File: src/rtl/lsu_pkg.sv
// Shared state type, funct3 encodings and the request legality rule
// for the load/store unit.
package lsu_pkg;

  typedef enum logic [1:0] {
    IDLE = 2'd0,
    BUS  = 2'd1,
    DONE = 2'd2
  } lsu_state_e;

  localparam logic [2:0] F3_B  = 3'b000;
  localparam logic [2:0] F3_H  = 3'b001;
  localparam logic [2:0] F3_W  = 3'b010;
  localparam logic [2:0] F3_BU = 3'b100;
  localparam logic [2:0] F3_HU = 3'b101;

  // True only for exactly one of load/store, a size valid for that direction,
  // and an address naturally aligned to that size.
  function automatic logic access_legal(input logic       mem_read,
                                        input logic       mem_write,
                                        input logic [2:0] funct3,
                                        input logic [1:0] addr_lo);
    logic size_ok;
    logic align_ok;
    case (funct3)
      F3_B, F3_H, F3_W: size_ok = 1'b1;
      F3_BU, F3_HU:     size_ok = mem_read;
      default:          size_ok = 1'b0;
    endcase
    case (funct3[1:0])
      2'b01:   align_ok = ~addr_lo[0];
      2'b10:   align_ok = (addr_lo == 2'b00);
      default: align_ok = 1'b1;
    endcase
    return (mem_read ^ mem_write) & size_ok & align_ok;
  endfunction

endpackage

File: src/rtl/lsu_load_format.sv
// Selects the addressed byte/halfword lane of a bus read word and applies
// sign or zero extension according to the load funct3.
module lsu_load_format
  import lsu_pkg::*;
#(
  parameter int N = 32
) (
  input  logic [N-1:0] i_rdata,
  input  logic [1:0]   i_addr_lo,
  input  logic [2:0]   i_funct3,
  output logic [N-1:0] o_data
);

  logic [7:0]  w_byte;
  logic [15:0] w_half;

  // NOTE: every output of a combinational block gets a value on every path
  // (defaults or full case coverage), otherwise synthesis infers a latch.
  always_comb begin
    case (i_addr_lo)
      2'd0:    w_byte = i_rdata[7:0];
      2'd1:    w_byte = i_rdata[15:8];
      2'd2:    w_byte = i_rdata[23:16];
      default: w_byte = i_rdata[31:24];
    endcase
    w_half = i_addr_lo[1] ? i_rdata[31:16] : i_rdata[15:0];

    case (i_funct3)
      F3_B:    o_data = {{(N-8){w_byte[7]}}, w_byte};
      F3_BU:   o_data = {{(N-8){1'b0}}, w_byte};
      F3_H:    o_data = {{(N-16){w_half[15]}}, w_half};
      F3_HU:   o_data = {{(N-16){1'b0}}, w_half};
      default: o_data = i_rdata;
    endcase
  end

endmodule

File: src/rtl/load_store_unit.sv
// Data-memory access stage: turns a core load/store into a valid/ready word-bus
// transaction with lane steering, core stall generation and fault reporting.
module load_store_unit
  import lsu_pkg::*;
#(
  parameter int N       = 32,
  parameter int TIMEOUT = 16
) (
  input  logic         clk,
  input  logic         rst_n,
  input  logic         MemRead,
  input  logic         MemWrite,
  input  logic [2:0]   funct3,
  input  logic [N-1:0] ALUResult,
  input  logic [N-1:0] WriteData,
  output logic [N-1:0] ReadData,
  output logic         Stall,
  output logic         AccessFault,
  output logic         BusFault,
  output logic         bus_valid,
  output logic         bus_we,
  output logic [N-1:0] bus_addr,
  output logic [N-1:0] bus_wdata,
  output logic [3:0]   bus_wstrb,
  input  logic         bus_ready,
  input  logic [N-1:0] bus_rdata
);

  localparam logic [7:0] CNT_LIMIT = 8'(TIMEOUT - 1);

  lsu_state_e   r_state;
  lsu_state_e   w_next_state;
  logic [7:0]   r_cnt;
  logic         r_bus_valid;
  logic         r_bus_we;
  logic         r_bus_fault;
  logic         r_is_load;
  logic [N-1:0] r_bus_addr;
  logic [N-1:0] r_bus_wdata;
  logic [N-1:0] r_read_data;
  logic [3:0]   r_bus_wstrb;
  logic [2:0]   r_funct3;
  logic [1:0]   r_addr_lo;

  logic         w_req;
  logic         w_legal;
  logic         w_launch;
  logic         w_timeout;
  logic         w_stall;
  logic         w_access_fault;
  logic [N-1:0] w_wdata;
  logic [N-1:0] w_load_data;
  logic [3:0]   w_wstrb;

  assign w_req     = MemRead | MemWrite;
  assign w_legal   = access_legal(MemRead, MemWrite, funct3, ALUResult[1:0]);
  assign w_launch  = (r_state == IDLE) && w_legal;
  assign w_timeout = (r_cnt == CNT_LIMIT);

  always_comb begin
    w_wdata = WriteData;
    w_wstrb = 4'b1111;
    case (funct3)
      F3_B: begin
        w_wdata = {4{WriteData[7:0]}};
        w_wstrb = 4'b0001 << ALUResult[1:0];
      end
      F3_H: begin
        w_wdata = {2{WriteData[15:0]}};
        w_wstrb = ALUResult[1] ? 4'b1100 : 4'b0011;
      end
      default: ;
    endcase
  end

  // Lane/size are captured at launch so formatting does not depend on the
  // core holding its inputs perfectly steady through the bus phase.
  lsu_load_format #(.N(N)) u_load_format (
    .i_rdata   (bus_rdata),
    .i_addr_lo (r_addr_lo),
    .i_funct3  (r_funct3),
    .o_data    (w_load_data)
  );

  // NOTE: sequential state uses non-blocking (<=) so every register samples
  // pre-edge values; blocking (=) here creates simulation/synthesis races.
  always_ff @(posedge clk or negedge rst_n) begin
    if (!rst_n) r_state <= IDLE;
    else        r_state <= w_next_state;
  end

  always_comb begin
    w_next_state   = r_state;
    w_stall        = 1'b0;
    w_access_fault = 1'b0;
    case (r_state)
      IDLE: begin
        w_access_fault = w_req & ~w_legal;
        if (w_launch) begin
          w_stall      = 1'b1;
          w_next_state = BUS;
        end
      end
      BUS: begin
        w_stall = 1'b1;
        if (bus_ready || w_timeout) w_next_state = DONE;
      end
      default: w_next_state = IDLE;
    endcase
  end

  // Qualified by rst_n so the core is released the instant reset asserts,
  // even while a legal request is still being presented.
  assign Stall       = w_stall & rst_n;
  assign AccessFault = w_access_fault & rst_n;

  always_ff @(posedge clk or negedge rst_n) begin
    if (!rst_n) begin
      r_cnt       <= '0;
      r_bus_valid <= 1'b0;
      r_bus_we    <= 1'b0;
      r_bus_addr  <= '0;
      r_bus_wdata <= '0;
      r_bus_wstrb <= '0;
      r_bus_fault <= 1'b0;
      r_is_load   <= 1'b0;
      r_funct3    <= '0;
      r_addr_lo   <= '0;
      r_read_data <= '0;
    end else begin
      r_bus_fault <= 1'b0;
      case (r_state)
        IDLE: begin
          if (w_launch) begin
            r_bus_valid <= 1'b1;
            r_bus_we    <= MemWrite;
            r_bus_addr  <= {ALUResult[N-1:2], 2'b00};
            r_bus_wdata <= w_wdata;
            r_bus_wstrb <= MemWrite ? w_wstrb : 4'b0000;
            r_cnt       <= '0;
            r_is_load   <= MemRead;
            r_funct3    <= funct3;
            r_addr_lo   <= ALUResult[1:0];
          end
        end
        BUS: begin
          if (bus_ready) begin
            r_bus_valid <= 1'b0;
            r_bus_wstrb <= '0;
            if (r_is_load) r_read_data <= w_load_data;
          end else if (w_timeout) begin
            r_bus_valid <= 1'b0;
            r_bus_wstrb <= '0;
            r_bus_fault <= 1'b1;
            if (r_is_load) r_read_data <= '0;
          end else begin
            r_cnt <= r_cnt + 8'd1;
          end
        end
        default: ;
      endcase
    end
  end

  assign ReadData  = r_read_data;
  assign BusFault  = r_bus_fault;
  assign bus_valid = r_bus_valid;
  assign bus_we    = r_bus_we;
  assign bus_addr  = r_bus_addr;
  assign bus_wdata = r_bus_wdata;
  assign bus_wstrb = r_bus_wstrb;

endmodule

File: config.mk
export PLATFORM = sky130hd
export DESIGN_NAME = load_store_unit
export DESIGN_NICKNAME = d
export VERILOG_FILES = /design/src/rtl/lsu_pkg.sv /design/src/rtl/lsu_load_format.sv /design/src/rtl/load_store_unit.sv
export SDC_FILE = /design/constraint.sdc
export NUM_CORES = 1
export LEC_CHECK = 0
export ABC_CLOCK_PERIOD_IN_PS = 3500
export CAP_MARGIN = 0
export CORE_MARGIN = 4
export CORE_UTILIZATION = 48
export DETAILED_ROUTE_END_ITERATION = 16
export PLACE_DENSITY = 0.86
export SYNTH_ARGS = -nofsm -noshare
export SYNTH_HDL_FRONTEND = slang
export SYNTH_SLANG_ARGS = --single-unit
File: constraint.sdc
create_clock -name clk -period 3.5 [get_ports clk]
set_clock_uncertainty 0.1 [all_clocks]
set_input_delay 0.7 -clock clk [delete_from_list [all_inputs] [get_ports clk]]
set_output_delay 0.7 -clock clk [all_outputs]
set_load 0.01 [all_outputs]
==> results.toml <==
[critical_path]
reg2reg_to = "ReadData[29]"
rr_worst_depth = 5
start_kind = "input pin"
path_max_fanout = 3
arrival_ns = 2.49
r2r-start = "r_cnt[0]"
critical_path_required_ns = 2.70
reg2reg_slack_ns = 1.02
critPathCaptureType = "output pin"
path_class = "in -> out"
critPathLaunch = "funct3[0]"

[sta]
period_minus_slack_ns = 3.29
setup_violations = 0
grt_setup_unrepaired = "false"
slew_headroom = 0.253
max_freq_ghz = 0.304
final.setup.tns_ns = 0
post-route-period-util = 0.941
whs_ns = 0.309
hold_violations = 0
worst_slew_pin_slew_ns = 1.12
final_max_slew_viol_count = 0

[power]
p_per_area_mw_per_mm2 = 798
p_leak_uw = 0.00362
peakVddDrop_v = 0.000563

[route]
vias_per_cell = 5.62
drc = 0
avgRoutedWirePerCell_um = 19.7
drt-pass1-iter-count = 5
postRouteAntennaNets = 0
drt_iter0_drc = 368
num_vias = 4761
wl_um = 16700

[floorplanning]
die_x_um = 117
coreArea_mm2 = 0.0115
initial_core_util = 0.494
row_count = 39
fp.dieArea_mm2 = 0.0137
fp.dieH_um = 117
ios = 209

[synth]
synth_area_leaders = "dfrtp_1 51%, mux2_2 17%, nand2b_1 3.5%"
ys_async_sr_fraction = 1.00
netlist_area_mm2 = 0.00569
synth-seq-area-share = 0.515
ys_types = 49
syn_avg_cell_area_um2 = 12.0
synth_edf_count = 0
synth_top_area_share = 0.515
yosys.area.top_type = "dfrtp_1"
syn_inst = 476
ys_ff_latch = 117
yosysWarnings = 0
synth_ff_type = "dfrtp_1"

[global_routing]
grt_max_degree = 65
antenna_found_initial = 0
first_global_vias = 5133
grt_pass1_wl_um = 26400
gr-total-overflow = 0
grt_usage = 0.252

[clock_network]
clk_pin_slew_worst_paths_ns = 0.05
clockRootBuffer = "clkbuf_16"
cts_tree = "built"
cts.htree.levels = 4
clock_latency_ns = 0.41
cts_setup_buffers = 0
clk_path_buf_depth = 2
numCtsBuffers = 17
cts.sinks = 117

[layout]
antenna_cells = 0
area_growth_pct = 50.2
final_common_cell = "clkdlybuf4s50_1"
final_cell_mix = "203 x clkdlybuf4s50_1, 117 x dfrtp_1, 88 x mux2_2"
stdcell_count = 847
layout.nets = 800
drive_gt1_frac = 0.220

[placement]
dp.cells = 815
numPortBuffers = 206
place_hpwl_um = 12000
gp_congestion = 0.844

[status]
status = "finished, final reports clean"

[flow_run]
drv_cap = 0

[worst_hold_path]
hp-class = "in -> async"
## power breakdown
| part | switching, uW | internal [uW] |
|---|---|---|
| registers | 440 | 1920 |
| logic | 1020 | 1600 |
| clock network | 611 | 1230 |
## cells by family (layout without fill, tap and decap cells)
kind of cell             count (synthesis)  after routing  share of synthesized area
flip-flops                             117            117                      0.515
AND/OR/NAND/NOR                        110            110                      0.103
multiplexers                            97             97                      0.190
AO/OA/AOI/OAI                           96             96                      0.129
buffers and inverters                   46            273                     0.0451
adder cells (fa/ha/maj)                  5              5                     0.0110
XOR/XNOR                                 4              4                    0.00616
other                                    1              2                   0.000659
## Yosys cell counts (6+ instances only)
cell and instances:
dfrtp_1 117, mux2_2 88, nand2_1 32, nand2b_1 32, o21ai_0 22, a22o_1 19
inv_1 16, nor2_1 15, buf_2 10, a22oi_1 9, a32o_1 9, buf_4 9
mux2i_1 9, a21oi_1 8, nand3_1 8, a22o_2 7, clkbuf_1 6, nor2b_1 6
## critical path: stages
cell             delay (ns)
clkdlybuf4s50_1        0.51
inv_1                  0.09
ha_1                   0.21
nand2b_1               0.09
a21oi_1                0.09
o211ai_1               0.25
nor4b_2                0.24
dlygate4sd2_1          0.30
## registers in the layout, summed over array words and instances, names as in the netlist
signal and flops:
bus_we 1, r_cnt 8, bus_wstrb 4, bus_wdata 32
bus_valid 1, r_addr_lo 2, r_funct3 3, r_state 2
bus_addr 30, r_is_load 1, ReadData 32, BusFault 1
## final cells by class
type / instances / area [um2]
repair buffers: 225 / 2220
clock buffers: 20 / 457
well taps: 143 / 179
inverters: 16 / 60.1
fillers: 741 / 2970
multi-input cells: 314 / 2530
flip-flops and latches: 117 / 2930
clock inverters: 12 / 178
## metrics by stage
stage,power [uW],setup WS (ns),util,instance area (um2)
after global placement,4890,0.0124,0.686,7900
after floorplan,3460,0.988,-,5690
final,6820,0.205,0.742,8540
after detailed placement,4990,-0.0996,0.686,7900
after global routing,7180,0.0652,0.742,8540
after CTS,6880,0.00364,0.741,8540
## worst max path at each step
| stage | endpoint | cells past startpoint | slack [ns] |
|---|---|---|---|
| 6_report | AccessFault | 8 | 0.21 |
| 5_1_grt | AccessFault | 8 | 0.07 |
| 4_1_cts | Stall | 8 | 0.004 |
| 3_5_place_dp | AccessFault | 8 | -0.1 |
| 3_3_place_gp | AccessFault | 8 | 0.01 |
| 2_1_floorplan | AccessFault | 6 | 0.99 |
## per-layer routing
metal  GRT usage  wire length [um]
met1       0.286              6280
met3      0.0992              1560
met4       0.100               433
met2       0.425              8410
met5           0                 0
## what timing repair did
item                       in CTS  in global routing
gates cloned                    0                  0
setup endpoints to repair       1                  1
pin swaps                       0                  0
resized for setup               2                  2
hold buffers                    0                  0
(Power assumes the default switching activity.)
